===== config.mk =====
export PLATFORM = sky130hd
export DESIGN_NAME = uart_frame_decoder_flat
export DESIGN_NICKNAME = d
export VERILOG_FILES = /design/src/rtl/uart_frame_decoder_if.sv /design/src/rtl/uart_frame_decoder.sv /design/src/flat_wrapper.sv
export SDC_FILE = /design/constraint.sdc
export NUM_CORES = 1
export LEC_CHECK = 0
export CORE_ASPECT_RATIO = 1.5
export CORE_MARGIN = 5
export CORE_UTILIZATION = 51
export CTS_CLUSTER_DIAMETER = 30
export CTS_CLUSTER_SIZE = 16
export DETAILED_ROUTE_END_ITERATION = 8
export PLACE_DENSITY = 0.79
export SLEW_MARGIN = 5
export SYNTH_ARGS = -nofsm -noshare
export SYNTH_HDL_FRONTEND = slang
export SYNTH_SLANG_ARGS = --single-unit
export TNS_END_PERCENT = 30

===== constraint.sdc =====
create_clock -name clock -period 2.4 [get_ports clock]
set_clock_uncertainty 0.05 [all_clocks]
set_input_delay 0.24 -clock clock [delete_from_list [all_inputs] [get_ports clock]]
set_output_delay 0.24 -clock clock [all_outputs]
set_load 0.005 [all_outputs]

===== src/rtl/uart_frame_decoder_if.sv =====
// Byte-in / frame-out bundle for uart_frame_decoder.
// The decoder uses the slave view; whatever feeds bytes and consumes frames uses the master view.
interface uart_frame_decoder_if;
   logic         io_rxByte_valid;
   logic [7:0]   io_rxByte_bits;
   logic         io_frame_ready;
   logic         io_frame_valid;
   logic [7:0]   io_frame_cmd;
   logic [4:0]   io_frame_len;
   logic [127:0] io_frame_payload;
   logic         io_errChecksum;
   logic         io_errLength;
   logic         io_errTimeout;
   logic [7:0]   io_dropCount;
   logic         io_busy;

   modport master (
      output io_rxByte_valid, io_rxByte_bits, io_frame_ready,
      input  io_frame_valid, io_frame_cmd, io_frame_len, io_frame_payload,
      input  io_errChecksum, io_errLength, io_errTimeout, io_dropCount, io_busy
   );

   modport slave (
      input  io_rxByte_valid, io_rxByte_bits, io_frame_ready,
      output io_frame_valid, io_frame_cmd, io_frame_len, io_frame_payload,
      output io_errChecksum, io_errLength, io_errTimeout, io_dropCount, io_busy
   );
endinterface


===== src/rtl/uart_frame_decoder.sv =====
// Parses SYNC/CMD/LEN/payload/CHK frames from a UART byte stream and holds each good
// frame in a valid/ready output register, reporting checksum, length and timeout errors.
module uart_frame_decoder #(
   parameter logic [7:0]  SYNC_BYTE      = 8'hA5,
   parameter int unsigned TIMEOUT_CYCLES = 1_000_000
) (
   input  logic                clock,
   input  logic                reset,
   uart_frame_decoder_if.slave bus
);
   localparam int unsigned      CNT_W   = $clog2(TIMEOUT_CYCLES + 1);
   localparam logic [CNT_W-1:0] TO_LAST = CNT_W'(TIMEOUT_CYCLES - 1);

   typedef enum logic [2:0] {
      ST_IDLE,
      ST_CMD,
      ST_LEN,
      ST_PAYLOAD,
      ST_CHECK
   } state_e;

   state_e           state_q, state_d, eff_state;
   logic [7:0]       cmd_q, cmd_d;
   logic [4:0]       len_q, len_d;
   logic [4:0]       idx_q, idx_d;
   logic [7:0]       xor_q, xor_d;
   logic [127:0]     stage_q, stage_d;
   logic [CNT_W-1:0] cnt_q, cnt_d;
   logic             err_chk_q, err_chk_d;
   logic             err_len_q, err_len_d;
   logic             err_to_q, err_to_d;
   logic             out_valid_q, out_valid_d;
   logic [7:0]       out_cmd_q, out_cmd_d;
   logic [4:0]       out_len_q, out_len_d;
   logic [127:0]     out_pay_q, out_pay_d;
   logic [7:0]       drop_q, drop_d;
   logic             timeout_hit;
   logic             frame_good;
   logic [7:0]       rx_byte;

   assign rx_byte = bus.io_rxByte_bits;

   always_ff @(posedge clock) begin
      if (reset) begin
         state_q     <= ST_IDLE;
         cmd_q       <= '0;
         len_q       <= '0;
         idx_q       <= '0;
         xor_q       <= '0;
         stage_q     <= '0;
         cnt_q       <= '0;
         err_chk_q   <= 1'b0;
         err_len_q   <= 1'b0;
         err_to_q    <= 1'b0;
         out_valid_q <= 1'b0;
         out_cmd_q   <= '0;
         out_len_q   <= '0;
         out_pay_q   <= '0;
         drop_q      <= '0;
      end else begin
         state_q     <= state_d;
         cmd_q       <= cmd_d;
         len_q       <= len_d;
         idx_q       <= idx_d;
         xor_q       <= xor_d;
         stage_q     <= stage_d;
         cnt_q       <= cnt_d;
         err_chk_q   <= err_chk_d;
         err_len_q   <= err_len_d;
         err_to_q    <= err_to_d;
         out_valid_q <= out_valid_d;
         out_cmd_q   <= out_cmd_d;
         out_len_q   <= out_len_d;
         out_pay_q   <= out_pay_d;
         drop_q      <= drop_d;
      end
   end

   // A timeout forces the parser back to IDLE first, so a byte landing on that cycle is parsed as if idle.
   always_comb begin
      state_d     = state_q;
      cmd_d       = cmd_q;
      len_d       = len_q;
      idx_d       = idx_q;
      xor_d       = xor_q;
      stage_d     = stage_q;
      cnt_d       = cnt_q;
      err_chk_d   = 1'b0;
      err_len_d   = 1'b0;
      err_to_d    = 1'b0;
      frame_good  = 1'b0;
      eff_state   = state_q;
      timeout_hit = (state_q != ST_IDLE) && (cnt_q == TO_LAST);

      if (state_q != ST_IDLE) cnt_d = cnt_q + CNT_W'(1);

      if (timeout_hit) begin
         err_to_d  = 1'b1;
         eff_state = ST_IDLE;
         state_d   = ST_IDLE;
         cnt_d     = '0;
      end

      if (bus.io_rxByte_valid) begin
         cnt_d = '0;
         case (eff_state)
            ST_IDLE: begin
               if (rx_byte == SYNC_BYTE) state_d = ST_CMD;
            end
            ST_CMD: begin
               cmd_d   = rx_byte;
               xor_d   = rx_byte;
               stage_d = '0;
               idx_d   = '0;
               state_d = ST_LEN;
            end
            ST_LEN: begin
               xor_d = xor_q ^ rx_byte;
               len_d = rx_byte[4:0];
               if (rx_byte > 8'd16) begin
                  err_len_d = 1'b1;
                  state_d   = ST_IDLE;
               end else if (rx_byte == 8'd0) begin
                  state_d = ST_CHECK;
               end else begin
                  state_d = ST_PAYLOAD;
               end
            end
            ST_PAYLOAD: begin
               stage_d[{idx_q[3:0], 3'b000} +: 8] = rx_byte;
               xor_d = xor_q ^ rx_byte;
               idx_d = idx_q + 5'd1;
               if ((idx_q + 5'd1) == len_q) state_d = ST_CHECK;
            end
            ST_CHECK: begin
               state_d = ST_IDLE;
               if (rx_byte != xor_q) err_chk_d  = 1'b1;
               else                  frame_good = 1'b1;
            end
            default: state_d = ST_IDLE;
         endcase
      end
   end

   // A completing frame may replace the held one only when the held one is absent or accepted now.
   always_comb begin
      out_valid_d = out_valid_q;
      out_cmd_d   = out_cmd_q;
      out_len_d   = out_len_q;
      out_pay_d   = out_pay_q;
      drop_d      = drop_q;
      if (frame_good) begin
         if (!out_valid_q || bus.io_frame_ready) begin
            out_valid_d = 1'b1;
            out_cmd_d   = cmd_q;
            out_len_d   = len_q;
            out_pay_d   = stage_q;
         end else if (drop_q != 8'hFF) begin
            drop_d = drop_q + 8'd1;
         end
      end else if (out_valid_q && bus.io_frame_ready) begin
         out_valid_d = 1'b0;
      end
   end

   assign bus.io_frame_valid   = out_valid_q;
   assign bus.io_frame_cmd     = out_cmd_q;
   assign bus.io_frame_len     = out_len_q;
   assign bus.io_frame_payload = out_pay_q;
   assign bus.io_errChecksum   = err_chk_q;
   assign bus.io_errLength     = err_len_q;
   assign bus.io_errTimeout    = err_to_q;
   assign bus.io_dropCount     = drop_q;
   assign bus.io_busy          = (state_q != ST_IDLE);
endmodule


===== src/flat_wrapper.sv =====
// flat-port wrapper written by rule: the top's interface ports become plain ports
module uart_frame_decoder_flat 
#(
   parameter logic [7:0]  SYNC_BYTE      = 8'hA5,
   parameter int unsigned TIMEOUT_CYCLES = 1_000_000
)
  (clock, reset, bus_io_rxByte_valid, bus_io_rxByte_bits, bus_io_frame_ready, bus_io_frame_valid, bus_io_frame_cmd, bus_io_frame_len, bus_io_frame_payload, bus_io_errChecksum, bus_io_errLength, bus_io_errTimeout, bus_io_dropCount, bus_io_busy);
  uart_frame_decoder_if bus_i ();
  input  logic clock;
  input  logic reset;
  input wire logic [$bits(bus_i.io_rxByte_valid)-1:0] bus_io_rxByte_valid;
  input wire logic [$bits(bus_i.io_rxByte_bits)-1:0] bus_io_rxByte_bits;
  input wire logic [$bits(bus_i.io_frame_ready)-1:0] bus_io_frame_ready;
  output wire logic [$bits(bus_i.io_frame_valid)-1:0] bus_io_frame_valid;
  output wire logic [$bits(bus_i.io_frame_cmd)-1:0] bus_io_frame_cmd;
  output wire logic [$bits(bus_i.io_frame_len)-1:0] bus_io_frame_len;
  output wire logic [$bits(bus_i.io_frame_payload)-1:0] bus_io_frame_payload;
  output wire logic [$bits(bus_i.io_errChecksum)-1:0] bus_io_errChecksum;
  output wire logic [$bits(bus_i.io_errLength)-1:0] bus_io_errLength;
  output wire logic [$bits(bus_i.io_errTimeout)-1:0] bus_io_errTimeout;
  output wire logic [$bits(bus_i.io_dropCount)-1:0] bus_io_dropCount;
  output wire logic [$bits(bus_i.io_busy)-1:0] bus_io_busy;
  assign bus_i.io_rxByte_valid = bus_io_rxByte_valid;
  assign bus_i.io_rxByte_bits = bus_io_rxByte_bits;
  assign bus_i.io_frame_ready = bus_io_frame_ready;
  assign bus_io_frame_valid = bus_i.io_frame_valid;
  assign bus_io_frame_cmd = bus_i.io_frame_cmd;
  assign bus_io_frame_len = bus_i.io_frame_len;
  assign bus_io_frame_payload = bus_i.io_frame_payload;
  assign bus_io_errChecksum = bus_i.io_errChecksum;
  assign bus_io_errLength = bus_i.io_errLength;
  assign bus_io_errTimeout = bus_i.io_errTimeout;
  assign bus_io_dropCount = bus_i.io_dropCount;
  assign bus_io_busy = bus_i.io_busy;
  uart_frame_decoder #(.SYNC_BYTE(SYNC_BYTE), .TIMEOUT_CYCLES(TIMEOUT_CYCLES)) u_core (.clock(clock), .reset(reset), .bus(bus_i));
endmodule

Word level (Yosys, flattened, before mapping)
Cells that the tools add are included.
- register bits: 330
- input port bits: 12
- output and inout bits: 154
- word-level logic and storage cells: 78
- add/subtract/negate cells: 4
- magnitude comparators: 1
- eq/ne operators: 10
- shifts and indexed selects: 2
- multiplexer cells: 20
- bitwise gates (word level): 5
- reductions and logical operators: 21
- operator list (kind ; count):
    case mux 128 bit (2 select lines) ; 1
    bitwise mux 128 bit ; 1
    variable shift 8 x 9 -> 128 bit, first input constant ; 1
    indexed part select 8 x 9 -> 128 bit ; 1
    adder 20 x 1 -> 20 bit, second input constant ; 1
    equality test 20 bit, second input constant ; 1
    2-to-1 mux 3 bit ; 6
    case mux 8 bit (2 select lines) ; 1
    case mux 3 bit (4 select lines) ; 1
    AND reduction 2 bit ; 6
    case mux 5 bit (2 select lines) ; 1
    2-to-1 mux 1 bit ; 9
    negation 7 -> 9 bit ; 1
    OR reduction 3 bit ; 3
    adder 8 x 1 -> 8 bit, second input constant ; 1
    equality test 8 bit, second input constant ; 1
    > comparator 8 x 5 -> 1 bit, second input constant ; 1
    zero test 8 bit ; 1
    != test 8 bit ; 1
    != test 8 bit, second input constant ; 1
    XOR 8 bit ; 1
    equality test 3 x 2 -> 1 bit, second input constant ; 2
    nonzero test 2 bit ; 3
    adder 5 x 1 -> 5 bit, second input constant ; 1
    other kinds (12) ; 16

Longest topological paths before layout
- word-level depth: 8
- mapped depth: 10
- depth with buffers taken out: 7

Least setup slack after synthesis
OpenSTA, ideal clock, no wires.
- kind: reg2reg
- start: reg u_core.idx_q[0]
- end: reg u_core.stage_q[108]
- setup time: 0.078 ns
- arrival time: 2.411 ns
- required time: 2.272 ns
- setup slack: -0.139 ns
- cell stages (with the launch flop): 11
- buffers on the path: 3
- period minus slack after synthesis: 2.539 ns
- cells stage by stage: dfxtp_1 -> buf_1 -> inv_1 -> ha_1 -> xor2_1 -> nand2_1 -> a2111o_1 -> buf_2 -> or2_1 -> buf_2 -> o22ai_1
- longest elaborated chain between the ends: 4
- elaborated cells between the ends (all ways): 5
- classes of those cells: add/sub (1); shift (2); mux (2)
- RTL lines (element ; RTL line ; RTL):
    start: declaration ; uart_frame_decoder.sv:25 ; logic [4:0] idx_q, idx_d;
    start signal: assignment ; uart_frame_decoder.sv:64 ; idx_q <= idx_d;
    negation 7 -> 9 bit * ; uart_frame_decoder.sv:130 ; stage_d[{idx_q[3:0], 3'b000} +: 8] = rx_byte;
    indexed part select 8 x 9 -> 128 bit or variable shift 8 x 9 -> 128 bit (tied branches) ; uart_frame_decoder.sv:130 ;
    bitwise mux 128 bit * ; uart_frame_decoder.sv:130 ;
    case mux 128 bit (2 select lines) * ; uart_frame_decoder.sv:106 ; case (eff_state)
    end signal: assignment ; uart_frame_decoder.sv:66 ; stage_q <= stage_d;
    end: declaration ; uart_frame_decoder.sv:27 ; logic [127:0] stage_q, stage_d;
Every way passes the cells marked *; elsewhere a longest branch is shown, timed or not.
A chain may end at the register's enable or synchronous reset.

Worst setup path after layout
- start: reg u_core.state_q[0]
- end: out bus_io_busy
- longest elaborated chain between the ends: 1
- RTL lines (element ; RTL line ; RTL):
    start: declaration ; uart_frame_decoder.sv:22 ; state_e state_q, state_d, eff_state;
    start signal: assignment ; uart_frame_decoder.sv:61 ; state_q <= state_d;
    nonzero test 3 bit ; uart_frame_decoder.sv:174 ; assign bus.io_busy = (state_q != ST_IDLE);
    end: declaration ; flat_wrapper.sv:22 ; output wire logic [$bits(bus_i.io_busy)-1:0] bus_io_busy;
Every way passes these cells.

==> results.yml <==
status:
  status: "completed"
drt:
  drtIter0Drc: 1077
  drc: 0
  ant_nets: 0
  wl_per_cell_um: 20.7
  postRouteWirelength_mm: 44.1
  post_drt_via_cell_ratio: 6.33
  vias: 13500
  dr.pass1.iters: 5
setup_path:
  endpoint_kind: "output pin"
  start_kind: "flop"
  critical_path.max_fanout: 9
  cp.required_ns: 2.11
  worst_ep_arrival_time_ns: 2.02
  path_class: "flop to output pin"
grt:
  gr-usage-met2_pct: 45.3
  grtUsageMet1_pct: 30.6
  antenna_found_initial: 0
  grt_overflow_total: 0
  grt_max_degree: 190
  top_usage_layer: "met2"
  met3_usage_pct: 5.45
  grtUsageTotal_pct: 26.5
  first_global_vias: 13200
  grt_pass1_wl_mm: 69.4
synthesis:
  synth_top_family_by_area: "compound AO/OA/AOI/OAI gates"
  synth_top_area_share_pct: 46.5
  synth.avg_cell_area_um2: 9.01
  synth_edf_count: 0
  synth_cell_types: 82
  synth_compound_area_share_pct: 22.7
  ys_warn_count: 0
  synthMuxAreaShare_pct: 2.97
  synth_fa_ha_area_share_pct: 0.528
  netlist_area_um2: 14200
  ys_seq_area_share_pct: 46.5
  synthFlopType: "dfxtp_1"
  synth_top_area_cell: "dfxtp_1"
  async_flop_share_pct: 0
  synth_simple_gate_area_share_pct: 19.3
  synth_area_leaders: "dfxtp_1 47%, a21oi_1 7.0%, o31ai_1 6.1%, nand4_1 5.5%, nand2_1 3.8%"
  synthXorXnorAreaFrac_pct: 2.33
  ys_ff_latch: 330
  syn_inst: 1577
  synth_fp_nets: 1595
timing:
  rsz0062_at_grt: "no"
  setup_tns_ns: 0
  period_share_pct: 96.4
  maxSlewViolCount: 0
  setup_viol: 0
  hold_ws_ns: 0.185
  setup_slack_ns: 0.0864
  fmax_ghz: 0.432
  tightest_slew_ns: 0.992
  period_minus_slack_ns: 2.31
  finalHoldViolCount: 0
  max_slew_margin_pct: 33.8
power:
  peakVddDrop_uv: 563
  leakagePower_nw: 6.31
  total_power_mw: 12.4
  p_per_area_nw_per_um2: 673
cells_and_area:
  syn2layout_area_growth_pct: 30.2
  n_fill_cell: 2106
  drive_gt1_share_pct: 15.0
  layout_common_cells: "330 x dfxtp_1, 195 x a21oi_1, 164 x clkdlybuf4s50_1, 144 x nand2_1, 124 x nand4_1"
  multi_input_area_um2: 6940
  fin_util_pct: 67.5
  nets: 1770
  regArea_um2: 6610
  antennaDiodeCount: 0
  final_common_cell: "dfxtp_1"
floorplan:
  dieArea_um2: 31400
  die_x_um: 146
  start_util_pct: 51.8
  core_area_um2: 27400
  num_rows: 74
  die_y_um: 214
  io_pins: 166
clocking:
  clockBufferDepth: 3
  htreeDepth: 2
  cts_inserted_buffers: 43
  clock-root-buffer: "clkbuf_16"
  clk_pin_slew_ns: 0.06
  clock_latency_ns: 0.55
  hold_buffers: 0
  cts_tree: "yes"
  clock_sinks: 330
place:
  io_buffers: 165
  hpwl_mm: 28.4
  pre_cts_slack_ns: -0.424
  place_congestion: 0.936
flow_run:
  cap_violations: 0
hold_path:
  min_path_type: "input port to flop"
[cell families after synthesis]
logic type | count (synthesis)
AND/OR/NAND/NOR | 514
AO/OA/AOI/OAI | 466
flip-flops | 330
buffers and inverters | 184
multiplexers | 40
XOR/XNOR | 37
adder cells (fa/ha/maj) | 6
[sequential cells by signal, summed over array words and instances, names as in the netlist]
register,cells
u_core.xor_q,8
u_core.bus.io_frame_len,5
u_core.len_q,5
u_core.bus.io_frame_valid,1
u_core.bus.io_dropCount,8
u_core.cmd_q,8
u_core.idx_q,5
u_core.state_q,3
u_core.bus.io_errLength,1
u_core.bus.io_errTimeout,1
u_core.cnt_q,20
u_core.bus.io_errChecksum,1
u_core.bus.io_frame_payload,128
u_core.stage_q,128
u_core.bus.io_frame_cmd,8
[Yosys cell counts (16+ instances only)]
master,instances
dfxtp_1,330
mux2i_1,23
o31ai_1,115
nor2_1,65
nand3_1,68
a22o_1,31
a21oi_1,199
clkbuf_1,87
o32ai_1,17
nand2_1,145
nand4_1,124
buf_1,16
xnor2_1,21
nor3_1,16
buf_2,45
inv_1,22
a32o_1,22
nor2b_1,32
[critical path, cell delays in order, from the launching register on]
cell             delay [ns]
dfxtp_1                0.34
buf_4                  0.19
or3_4                  0.45
clkdlybuf4s50_1        0.49
[worst paths after layout]
kind | to | cells past startpoint | slack (ns) | start
max | bus_io_busy | 3 | 0.09 | u_core.state_q[0]
min | u_core.bus.io_errChecksum | 3 | 0.19 | reset
max reg2reg | u_core.stage_q[111] | 6 | 0.09 | u_core.cnt_q[6]
min reg2reg | u_core.stage_q[87] | 2 | 0.41 | u_core.stage_q[87]
[per-stage QoR]
step	std cells	area [µm²]
finish	2127	18500
global route	2127	18500
CTS	2121	18400
detailed placement	2043	16800
global placement	2043	16800
floorplan	1577	14200
[power by group]
part           total, mW  switching, mW  internal (mW)
Combinational      0.251          0.195         0.0560
Sequential          5.48       0.000300           5.48
Clock               6.71           2.64           4.08
Total               12.4           2.83           9.61
[final cells by class]
| class | instances | share of cell area [%] |
|---|---|---|
| clock buffers | 49 | 6.22 |
| clock inverters | 29 | 2.02 |
| inverters | 23 | 0.467 |
| multi-input cells | 1063 | 37.5 |
| flip-flops and latches | 330 | 35.7 |
| well taps | 342 | 2.31 |
| repair buffers | 291 | 15.7 |
[routing by layer]
layer / up-vias / part of all wire, %
met1: 6452 / 38
li1: 6215 / -
met4: 0 / 6.3
met3: 193 / 7.0
met2: 609 / 49
met5: - / 0
[repair_timing]
action,in CTS,in global routing
setup endpoints to repair,4,86
setup buffers,0,6
gates resized for setup,5,14
pin swaps,0,3
(Power assumes the default switching activity.)
